**config.mk**
```make
export PLATFORM = sky130hd
export DESIGN_NAME = pipeline_trace_tx
export DESIGN_NICKNAME = d
export VERILOG_FILES = /design/src/rtl/pipeline_trace_tx.sv
export SDC_FILE = /design/constraint.sdc
export NUM_CORES = 1
export LEC_CHECK = 0
export BUFFER_PORTS_ARGS = -buffer_cell sky130_fd_sc_hd__buf_2
export CORE_MARGIN = 3
export CORE_UTILIZATION = 65
export CTS_BUF_LIST = sky130_fd_sc_hd__clkbuf_4 sky130_fd_sc_hd__clkbuf_8 sky130_fd_sc_hd__clkbuf_16
export CTS_CLUSTER_SIZE = 30
export DETAILED_ROUTE_END_ITERATION = 12
export GPL_ROUTABILITY_DRIVEN = 0
export PLACE_DENSITY = 0.93
export SKIP_CTS_REPAIR_TIMING = 1
export SLEW_MARGIN = 10
export SYNTH_ARGS = -nofsm -noshare
export SYNTH_HDL_FRONTEND = slang
export SYNTH_SLANG_ARGS = --single-unit
```
**constraint.sdc**
```tcl
create_clock -name clk_i -period 7.1 [get_ports clk_i]
set_input_delay 1.065 -clock clk_i [delete_from_list [all_inputs] [get_ports clk_i]]
set_output_delay 1.065 -clock clk_i [all_outputs]
set_load 0.01 [all_outputs]
```
**src/rtl/pipeline_trace_tx.sv**
```systemverilog
// =============================================================================
// pipeline_trace_tx : per-cycle CPU trace capture into a record FIFO,
//                     serialized as a valid/ready byte stream.
// Optional build macro TRACE_SYNC_EN : prefix each record with sync byte 0xA5.
// Revision 1.0 : initial release
// =============================================================================
`default_nettype none

module pipeline_trace_tx #(
   parameter int DEPTH = 4
) (
   input  logic        clk_i,
   input  logic        rst_i,
   input  logic        start_i,
   input  logic [31:0] pc_i,
   input  logic        stall_i,
   input  logic        flush_i,
   input  logic        tx_ready_i,
   output logic        tx_valid_o,
   output logic [7:0]  tx_data_o,
   output logic [7:0]  drop_cnt_o,
   output logic [15:0] cycle_cnt_o
);

   localparam int AW = (DEPTH > 1) ? $clog2(DEPTH) : 1;
`ifdef TRACE_SYNC_EN
   localparam logic [3:0] LAST_IDX = 4'd8;
`else
   localparam logic [3:0] LAST_IDX = 4'd7;
`endif
   localparam logic [0:0] S_IDLE = 1'b0;
   localparam logic [0:0] S_SEND = 1'b1;

   logic [0:0]  r_state, w_state_nxt;
   logic [3:0]  r_idx, w_idx_nxt;
   logic        r_tx_valid, w_tx_valid_nxt;
   logic [7:0]  r_tx_data, w_tx_data_nxt;
   logic [7:0]  r_stall_cnt, r_flush_cnt, r_drop_cnt;
   logic [15:0] r_cycle_cnt;
   logic [63:0] r_mem [DEPTH];
   logic [AW-1:0] r_wr_ptr, r_rd_ptr, w_rd_inc;
   logic [AW:0]   r_count, w_count_nxt;

   logic [7:0]  w_stall_nxt, w_flush_nxt;
   logic [63:0] w_rec, w_head, w_next_head;
   logic        w_full, w_pop, w_accept, w_drop;

   function automatic logic [7:0] f_rec_byte(input logic [63:0] rec, input logic [3:0] idx);
      logic [63:0] v_sh;
`ifdef TRACE_SYNC_EN
      if (idx == 4'd0) return 8'hA5;
      v_sh = rec >> {idx - 4'd1, 3'b000};
`else
      v_sh = rec >> {idx, 3'b000};
`endif
      return v_sh[7:0];
   endfunction

   // Record fields carry the counts including this cycle's events.
   assign w_stall_nxt = r_stall_cnt + {7'd0, stall_i};
   assign w_flush_nxt = r_flush_cnt + {7'd0, flush_i};
   assign w_rec       = {r_cycle_cnt, w_flush_nxt, w_stall_nxt, pc_i};

   assign w_full      = (r_count == (AW+1)'(DEPTH));
   assign w_pop       = (r_state == S_SEND) && (r_idx == LAST_IDX) && tx_ready_i;
   assign w_accept    = start_i && (!w_full || w_pop);
   assign w_drop      = start_i && w_full && !w_pop;
   assign w_count_nxt = r_count + (AW+1)'(w_accept) - (AW+1)'(w_pop);

   // After a pop of the only stored record, the next head is the one pushed now.
   assign w_rd_inc    = r_rd_ptr + 1'b1;
   assign w_head      = r_mem[r_rd_ptr];
   assign w_next_head = (r_count > (AW+1)'(1)) ? r_mem[w_rd_inc] : w_rec;

   always_ff @(posedge clk_i or posedge rst_i) begin
      if (rst_i) begin
         r_state    <= S_IDLE;
         r_idx      <= 4'd0;
         r_tx_valid <= 1'b0;
         r_tx_data  <= 8'd0;
      end else begin
         r_state    <= w_state_nxt;
         r_idx      <= w_idx_nxt;
         r_tx_valid <= w_tx_valid_nxt;
         r_tx_data  <= w_tx_data_nxt;
      end
   end

   always_comb begin
      w_state_nxt = r_state;
      w_idx_nxt   = r_idx;
      case (r_state)
         S_IDLE: begin
            if (r_count != '0) begin
               w_state_nxt = S_SEND;
               w_idx_nxt   = 4'd0;
            end
         end
         S_SEND: begin
            if (tx_ready_i) begin
               if (r_idx == LAST_IDX) begin
                  w_idx_nxt   = 4'd0;
                  w_state_nxt = (w_count_nxt != '0) ? S_SEND : S_IDLE;
               end else begin
                  w_idx_nxt = r_idx + 4'd1;
               end
            end
         end
         default: begin
            w_state_nxt = S_IDLE;
            w_idx_nxt   = 4'd0;
         end
      endcase
   end

   always_comb begin
      w_tx_valid_nxt = (w_state_nxt == S_SEND);
      w_tx_data_nxt  = 8'd0;
      if (w_state_nxt == S_SEND) begin
         if (w_pop) w_tx_data_nxt = f_rec_byte(w_next_head, 4'd0);
         else       w_tx_data_nxt = f_rec_byte(w_head, w_idx_nxt);
      end
   end

   always_ff @(posedge clk_i or posedge rst_i) begin
      if (rst_i) begin
         r_cycle_cnt <= 16'd0;
         r_stall_cnt <= 8'd0;
         r_flush_cnt <= 8'd0;
         r_drop_cnt  <= 8'd0;
         r_wr_ptr    <= '0;
         r_rd_ptr    <= '0;
         r_count     <= '0;
      end else begin
         if (start_i) begin
            r_cycle_cnt <= r_cycle_cnt + 16'd1;
            r_stall_cnt <= w_stall_nxt;
            r_flush_cnt <= w_flush_nxt;
         end
         if (w_drop && (r_drop_cnt != 8'hFF)) r_drop_cnt <= r_drop_cnt + 8'd1;
         if (w_accept) r_wr_ptr <= r_wr_ptr + 1'b1;
         if (w_pop)    r_rd_ptr <= w_rd_inc;
         r_count <= w_count_nxt;
      end
   end

   always_ff @(posedge clk_i) begin
      if (w_accept) r_mem[r_wr_ptr] <= w_rec;
   end

   assign tx_valid_o  = r_tx_valid;
   assign tx_data_o   = r_tx_data;
   assign drop_cnt_o  = r_drop_cnt;
   assign cycle_cnt_o = r_cycle_cnt;

endmodule

`default_nettype wire
```
Yosys cells after proc, flatten, opt, wreduce, memory -nomap -nowiden. Memories as Yosys holds them, arrays and structs flattened. Cells that the tools add are included.

Bits in registers: 60. Latch bits: 0. RAM bits: 256. ROM bits: 0. Input port bits: 38. Output and inout port bits: 33. Word-level logic and storage cells: 51. Memories kept: 1.

$add $sub $neg: 9. Multipliers: 0. Divide/modulo/power cells: 0. Magnitude comparators: 1. Equality and inequality tests: 3. Shift-type cells: 1. Mux-type cells: 14. Bitwise gates (word level): 1. Reductions and logical operators: 11.

Memories: r_mem (words 4, bits a word 64, rd ports 2, clocked after Yosys merged registers in 0, wr ports 1, line 40) `logic [63:0] r_mem [DEPTH];`.

Operator list (number): right shift 64 x 7 -> 8 bit (1); two-way mux 8 bit (3); adder 16 x 1 -> 16 bit (second input constant) (1); adder 8 x 1 -> 8 bit (2); two-way mux 4 bit (3); adder 8 x 1 -> 8 bit (second input constant) (1); inequality test 8 bit (second input constant) (1); one-hot mux 4 bit (2 select lines) (1); logical AND 1 bit (6); two-way mux 1 bit (6); nonzero test 3 bit (2); adder 2 x 1 -> 2 bit (second input constant) (2); adder 4 x 1 -> 4 bit (second input constant) (1); equality test 4 x 3 -> 1 bit (second input constant) (1); adder 3 x 1 -> 3 bit (1); equality test 3 bit (second input constant) (1); > comparator 3 x 1 -> 1 bit (second input constant) (1); subtractor 3 x 1 -> 3 bit (1); logical NOT 1 bit (2); one-hot mux 1 bit (2 select lines) (1); logical OR 1 bit (1); NOT 1 bit (1).

Longest topological paths before layout. Gate-level depths: netlist (run 1).

Word-level depth: 13. Gate-level depth with buffers: 17. Depth with buffers taken out: 15.

Worst setup path before layout (run 1). No wires, ideal clock.

Kind: input -> register. From: in tx_ready_i. To: reg r_tx_data[5], in the netlist tx_data_o[5]. Setup time: 124 ps. Arrival: 3963 ps. Data required time: 6976 ps. Setup slack: 3013 ps. Cell stages on the path: 17. Buffers on the path: 3. Cells stage by stage: buf_2 -> and3_1 -> nand2_1 -> clkbuf_1 -> nand2_1 -> and2_1 -> inv_1 -> ha_1 -> inv_1 -> ha_1 -> fa_1 -> xnor2_1 -> nand4b_1 -> nand3_2 -> clkbuf_1 -> a2111oi_0 -> o31a_1.

Cells in the longest elaborated chain, start to end: 11. Elaborated cells between the ends (all ways): 15. Classes of those cells: add/sub: 2; shift: 1; mux: 8; reduce/logical: 4.

Ends and longest elaborated chain: start, declared (line 18) `input logic tx_ready_i,`; logical AND 1 bit * (line 65) `assign w_pop = (r_state == S_SEND) && (r_idx == LAST_IDX) && tx_ready_i;`; logical OR 1 bit (line 66) `assign w_accept = start_i && (!w_full || w_pop);`; logical AND 1 bit (line 66); adder 3 x 1 -> 3 bit (line 68) `assign w_count_nxt = r_count + (AW+1)'(w_accept) - (AW+1)'(w_pop);`; subtractor 3 x 1 -> 3 bit * (line 68); named net w_count_nxt[2] (line 42) `logic [AW:0] r_count, w_count_nxt;`; nonzero test 3 bit * (line 103) `w_state_nxt = (w_count_nxt != '0) ? S_SEND : S_IDLE;`; two-way mux 1 bit * (line 103); two-way mux 1 bit * (line 101) `if (r_idx == LAST_IDX) begin`; two-way mux 1 bit * (line 100) `if (tx_ready_i) begin`; one-hot mux 1 bit (2 select lines) * (line 92) `case (r_state)`; two-way mux 8 bit * (line 119) `if (w_state_nxt == S_SEND) begin`; named net w_tx_data_nxt[5] (line 37) `logic [7:0] r_tx_data, w_tx_data_nxt;`; end signal, assigned (line 85) `r_tx_data <= w_tx_data_nxt;`; end, declared (line 37).

Mark *: on every way through the listed nets, which the timed path passes. The rest lies on a longest branch. A chain may end at the register's enable or synchronous reset.

Worst setup path after layout (run 1).
From: reg r_idx[0]. To: reg r_tx_data[6], in the netlist tx_data_o[6].

Cells in the longest elaborated chain, start to end: 13. Elaborated cells between the ends (all ways): 20. Classes of those cells: add/sub: 3; eq/ne: 1; shift: 1; mux: 10; reduce/logical: 5.

Ends and longest elaborated chain: start, declared (line 35) `logic [3:0] r_idx, w_idx_nxt;`; start signal, assigned (line 83) `r_idx <= w_idx_nxt;`; equality test 4 x 3 -> 1 bit * (line 65); logical AND 1 bit * (2 in a row) (line 65); logical OR 1 bit (line 66); logical AND 1 bit (line 66); adder 3 x 1 -> 3 bit (line 68); subtractor 3 x 1 -> 3 bit * (line 68); named net w_count_nxt[2] (line 42); nonzero test 3 bit * (line 103); two-way mux 1 bit * (line 103); two-way mux 1 bit * (line 101); two-way mux 1 bit * (line 100); one-hot mux 1 bit (2 select lines) * (line 92); two-way mux 8 bit * (line 119); named net w_tx_data_nxt[6] (line 37).

Marks and branches as above.

==> impl_results.md, run 1 <==
- FP Rows: 51
- # port buffers: 70
- Starting density of the core: 0.6722
- Power, Total: 6.720 mW
- Minimum clock period: 4.881 ns
- Post-Synth Simple-Gate Area: 0.04027
- Chip height: 149.0 um
- Nets: 852
- Final std cells w/o fill: 1089
- Via/cell ratio: 7.222
- Power Dens Cells: 449.8 mW/mm^2
- CP Data Required Time: 7.60 ns
- Post-synth top flop: edfxtp_1
- Post-synthesis sequential area ratio: 0.6910
- Cell breakdown of the critical path: ha_1, and3_1, nand2_1, clkinv_1, ha_1, inv_1, ha_1, fa_1, xnor2_1, nand4b_1, nand3_2, a2111oi_0, o31a_1
- Largest net degree at the start of global routing: 61
- Final WL: 31540 um
- Gr usage total: 0.2910
- Min-Delay Path Class: flip-flop to flip-flop
- Max Fclk: 204.9 MHz
- First-iteration detailed-routing DRC count: 1118
- Skew-Pair Late Insertion Delay: 0.56 ns
- DR vias: 7865
- Final setup TNS: 0 ns
- Main combinational cell family by area after synthesis: multiplexers
- CTS tree: built
- Worst-path clk slew: 0.06 ns
- Final Setup Violations: 0
- Fraction of registers with async set/reset: 0.1899
- Most used cell, CP: ha_1
- H-tree depth: 1
- Core Box Area: 0.01978 mm^2
- Compound-Gate Fraction of Synth Area: 0.05730
- Max cap viols: 0
- Avg Cell Area, Syn: 18.32 um^2
- Synth Area in XOR/XNOR: 0.03293
- Pre-antenna DRT Iters: 7
- First-pass GRT wire length: 48470 um
- Hold Fails Final Rpt: 0
- Initial antenna violation count: 1
- IO Pins: 71
- Yosys top cell area share: 0.5781
- Clk_skew: 0.01481 ns
- Post-synth top cells: edfxtp_1, mux4_2, dfrtp_1
- Leakage power: 5.297 nW
- Die area: 0.02221 mm^2
- Most common cell in the netlist: edfxtp_1
- Post-synth EDFFs: 256
- Critical path class: flip-flop to flip-flop
- Crit-path slowest cell: a2111oi_0
- Max incr delay on CP: 0.73 ns
- Post-synthesis adder-cell area fraction: 0.01562
- Relative slew slack: 0.3472
- Unique cell type count in the Yosys netlist: 55
- Antenna viol nets, final: 0
- Critical path arrival: 5.38 ns
- Post-synthesis mux area share: 0.1425
- Ratio of cells with drive above 1 in the final layout: 0.2880
- Unrepaired setup endpoints after global routing: no
- Slew Viols, Final: 0
- Synthesis-to-finish area growth: 12.34%
- Setup crit end kind: flip-flop
- Worst-margin pin slew: 0.9782 ns
- Post-synth top area cell: edfxtp_1
- CP delay by family, top: adder cells
- Peak VDD IR: 0.2742 mV
- Synth warn: 0
- Syn Nets: 780
- Clock Sinks: 316
- DR DRC count: 0
- Fin crit share: 0.6874
- Largest cells by area after synthesis: edfxtp_1, mux4_2, dfrtp_1, xnor2_1, ha_1
- Number of instances in the placed design: 1030
- HPWL Detailed: 18440 um
- Synth Instances: 726
- Run status: complete, no violations
- Synth Register Bits: 316
- Max Root-Sink Buffers: 3
- Area of the mapped netlist: 0.01330 mm^2
- Number of fill cells: 1011
- Gr ovfl total: 0
- Root buffer cell: clkbuf_16
- DR WL/cell: 28.96 um
- Worst path buffer plus inverter count: 2
- Critical path peak fanout: 18
- Worst Setup Start Kind: flip-flop
- Number of global-route vias before repair: 7814
- Cts bufs inserted: 31
- Die W: 149.0 um
-- layout by cell type (no fill, tap or decap), drive strengths merged, types with 10 or more instances in the layout --
cell type,n
edfxtp,256
nand4,11
o211ai,17
a21oi,18
clkbuf,46
mux2i,17
mux4,72
nor3,10
dfrtp,60
xnor2,36
o21ai,17
xor2,14
ha,15
nand2,25
buf,77
inv,17
a2111oi,16
nand3,15
and3,14
-- state kept, by name, indices dropped and copies added, names as in the netlist, 3 cells and up --
register / flops
r_mem: 256
cycle_cnt_o: 16
drop_cnt_o: 8
r_flush_cnt: 8
r_stall_cnt: 8
tx_data_o: 8
r_idx: 4
r_count: 3
-- routing by layer --
layer / routed length (um) / track usage / vias to the layer above
met5: 0 / 0 / -
met4: 1661 / 0.1291 / 0
met3: 3035 / 0.05287 / 153
met2: 15740 / 0.4759 / 634
met1: 11100 / 0.3912 / 3970
li1: - / - / 3108
-- layout make-up --
class                           count  area (um^2)  area share
Antenna cell                        1        2.502   0.0001675
Multi-Input combinational cell    356         3849      0.2576
Timing Repair Buffer               77        402.9     0.02697
Clock buffer                       46        925.9     0.06198
Clock inverter                     12        170.2     0.01139
Sequential cell                   316         9194      0.6155
Inverter                           16        62.56    0.004188
Tap cell                          265        331.6     0.02220
-- worst paths after layout --
check                           slack (ns)                     endpoint  depth (start not counted)                       from
min in group asynchronous             0.75  cycle_cnt_o[11]$_DFFE_PP0P_                          3                      rst_i
max in group asynchronous             5.76      r_rd_ptr[0]$_DFFE_PP0N_                          3                      rst_i
worst max register to register        2.22       tx_data_o[6]$_DFF_PP0_                         13         r_idx[0]$_DFF_PP0_
worst min-delay path                  0.51    drop_cnt_o[7]$_DFFE_PP0P_                          1  drop_cnt_o[7]$_DFFE_PP0P_
worst min register to register        0.51    drop_cnt_o[7]$_DFFE_PP0P_                          1  drop_cnt_o[7]$_DFFE_PP0P_
worst max-delay path                  2.22       tx_data_o[6]$_DFF_PP0_                         13         r_idx[0]$_DFF_PP0_
-- power by group --
group / leakage [nW] / total [mW] / internal, mW / switching (mW)
combinational: 1.64 / 2.05 / 0.893 / 1.16
clock: 0.552 / 1.72 / 1.05 / 0.671
sequential: 3.10 / 2.95 / 2.57 / 0.379
-- logic make-up after synthesis --
kind of cell / after synthesis
and+or+nand+nor: 96
buffers and inverters: 54
DFF: 316
adders and majority gates: 16
AOI/OAI and AO/OA: 97
xor gates and xnor gates: 50
muxes: 97
-- metrics by stage --
step           worst slack, ns  hold WS, ns    util  instance area [um^2]
3_3_place_gp             2.731       0.4667  0.6993                 13830
2_1_floorplan            3.013       0.4661       -                 13300
5_1_grt                  2.094       0.5254  0.7552                 14940
6_report                 2.220       0.5126  0.7552                 14940
3_5_place_dp             2.144       0.4786  0.6993                 13830
4_1_cts                  2.346       0.5131  0.7547                 14930
(Power assumes the default switching activity.)
==> run 2: changes to the inputs <==
- CORE_UTILIZATION: 65 -> 55
- PLACE_DENSITY: 0.93 -> 0.85
- clock period: 7.1 -> 4.31 ns (I/O delays scaled with it)
==> run 2 against run 1 <==
Effect of this change: combinational power grew 57%; wire length down 13%; global-route usage down 7.9 points; sequential share of layout area shrank 0.69 points; critical endpoint unchanged; register-to-register slack got worse by 1.8 ns; setup slack lost 1.8 ns; highest routed layer is now met5.
==> impl_results.md, run 2 (synthesized netlist as in run 1, its figures left out) <==
- Reg-to-reg critical path endpoint: tx_data_o[6]$_DFF_PP0_
- Skew-Pair Late Insertion Delay: 0.56 ns (about the same)
- Relative slew slack: 0.3279 (-0.01926)
- CP Data Required Time: 4.80 ns (-2.80 ns)
- Fin util: 0.6400 (-0.1152)
- Chip height: 161.5 um (+8.4%)
- HPWL Detailed: 17260 um (-6.4%)
- Leakage power: 5.344 nW (+0.88%)
- Most flop-heavy register: r_mem
- Max Root-Sink Buffers: 3 (unchanged)
- Worst Setup Start Kind: flip-flop
- Power Dens Cells: 721.1 mW/mm^2 (+60%)
- Unrepaired setup endpoints after global routing: no
- # port buffers: 70 (unchanged)
- Worst-path clk slew: 0.07 ns (about the same)
- Root buffer cell: clkbuf_16
- Critical path origin: r_idx[1]$_DFF_PP0_
- Worst-margin pin slew: 1.008 ns (+0.02994 ns)
- Critical path class: flip-flop to flip-flop
- Slew Viols, Final: 0 (unchanged)
- Via/cell ratio: 6.304 (-13%)
- WHS: 0.1686 ns (-0.3440 ns)
- Most frequent cells in the layout: edfxtp_1, mux4_2, buf_2
- Largest net degree at the start of global routing: 66 (+8.2%)
- Cell breakdown of the critical path: ha_1, and3_1, nand2_1, nand2_1, and2_1, inv_1, ha_1, inv_1, ha_1, fa_1, xnor2_1, nand4b_1, nand3_2, a2111oi_0, o31a_1
- DR DRC count: 0 (unchanged)
- Critical path peak fanout: 16 (-2)
- Antenna viol nets, final: 0 (unchanged)
- Clk pwr share: 0.261 (+0.005)
- Power share of the combinational group: 0.296 (-0.010)
- First-iteration detailed-routing DRC count: 1121 (+0.27%)
- Reg power frac: 0.444 (+0.006)
- IO Pins: 71 (unchanged)
- DR vias: 7224 (-8.2%)
- Nets: 857 (+0.59%)
- H-tree depth: 1 (unchanged)
- Cts bufs inserted: 30 (-3.2%)
- Minimum clock period: 3.871 ns (-1.010 ns)
- Die W: 161.5 um (+8.4%)
- Power, Total: 10.90 mW (+62%)
- Core Box Area: 0.02361 mm^2 (+19%)
- Gr usage total: 0.2124 (-0.07853)
- Final setup TNS: 0 ns (unchanged)
- CTS tree: built
- Number of instances in the placed design: 1090 (+5.8%)
- Ratio of cells with drive above 1 in the final layout: 0.2902 (+0.002235)
- Peak VDD IR: 0.3531 mV (+29%)
- Max cap viols: 0 (unchanged)
- Switching share of power: 0.3138 (-0.01522)
- Max Fclk: 258.3 MHz (+26%)
- Synthesis-to-finish area growth: 13.64%
- Max incr delay on CP: 0.52 ns (-0.21 ns)
- Max reg flops: 256 (unchanged)
- Worst Reg2Reg Path Length in Cells: 15 (+2)
- Run status: complete, no violations
- N_diodes: 0 (-1)
- Number of global-route vias before repair: 7321 (-6.3%)
- Final Setup Violations: 0 (unchanged)
- FP Rows: 56 (+9.8%)
- Min-Delay Path Class: input port to async pin
- Fin crit share: 0.8981 (+0.2107)
- RR Startpoint: r_idx[1]$_DFF_PP0_
- Hold Fails Final Rpt: 0 (unchanged)
- Critical path arrival: 4.37 ns (-1.01 ns)
- Most used cell, CP: ha_1
- Setup crit end kind: flip-flop
- Gr ovfl total: 0 (unchanged)
- Starting density of the core: 0.5632 (-0.1091)
- Commonest non-fill, non-tap cell in the layout: edfxtp_1
- Clk_skew: 0.02345 ns (+0.008636 ns)
- Clock Sinks: 316 (unchanged)
- First-pass GRT wire length: 43050 um (-11%)
- DR WL/cell: 24.06 um (-17%)
- Die area: 0.02608 mm^2 (+17%)
- NetSw: 3.420 mW (+55%)
- Int Power: 7.478 mW (+66%)
- Pre-antenna DRT Iters: 9 (+2)
- Final std cells w/o fill: 1146 (+5.2%)
- R2r setup slk: 0.44 ns (-1.78 ns)
- Number of fill cells: 1536 (+52%)
- Final WL: 27580 um (-13%)
- Crit-path slowest cell: a2111oi_0
- Initial antenna violation count: 2 (+1)
## run 2: cell types whose count changed in the layout (fill, tap and decap cells not counted), moves of 2 or more
cell,delta
clkbuf_4,-4
buf_12,+5
inv_6,-2
clkinv_2,+2
## run 2: area by class of cell
cell class / instances / area (um^2) / share of cell area
clock buffers: 42 / 895.9 / 0.05928
multi-input cells: 356 / 3842 / 0.2543
well taps: 319 / 399.1 / 0.02641
repair buffers: 83 / 510.5 / 0.03378
clock inverters: 14 / 205.2 / 0.01358
flip-flops and latches: 316 / 9196 / 0.6085
inverters: 16 / 62.56 / 0.004140
## run 2: worst max-delay path by stage
stage                              to  depth (start not counted)
2_1_floorplan  tx_data_o[5]$_DFF_PP0_                         17
4_1_cts        tx_data_o[6]$_DFF_PP0_                         15
3_3_place_gp   tx_data_o[4]$_DFF_PP0_                         15
6_report       tx_data_o[6]$_DFF_PP0_                         15
5_1_grt        tx_data_o[6]$_DFF_PP0_                         15
3_5_place_dp   tx_data_o[7]$_DFF_PP0_                         15
## run 2: worst max-delay path: cells and delay by family, from the launching register on
family / cells / cell delay (ns)
AOI/OAI and AO/OA: 2 / 0.73
xor gates and xnor gates: 1 / 0.20
adders and majority gates: 4 / 1.14
buffers and inverters: 2 / 0.11
DFF: 1 / 0.50
and+or+nand+nor: 6 / 1.11
## run 2: through the flow
stage	setup slack (ns)	instance area (um^2)
6_report	0.4390	15110
2_1_floorplan	0.6415	13300
5_1_grt	0.2074	15110
3_5_place_dp	0.4738	14010
3_3_place_gp	0.7791	14010
4_1_cts	0.5152	15110
## run 2: per-layer routing
layer,global-route usage,share of wire
met1,0.3027,0.40
met2,0.3384,0.49
met3,0.03847,0.073
met4,0.07039,0.034
met5,0,0.0011
## run 2: power by group through the flow
stage | Sequential (mW) | Clock, mW | Combinational [mW]
after detailed placement | 4.89 | 0 | 3.18
final | 4.83 | 2.84 | 3.22
after CTS | 4.84 | 2.88 | 3.22
after global placement | 4.82 | 0 | 3.09
after global routing | 4.92 | 3.01 | 3.44
after floorplan | 4.59 | 0 | 2.46
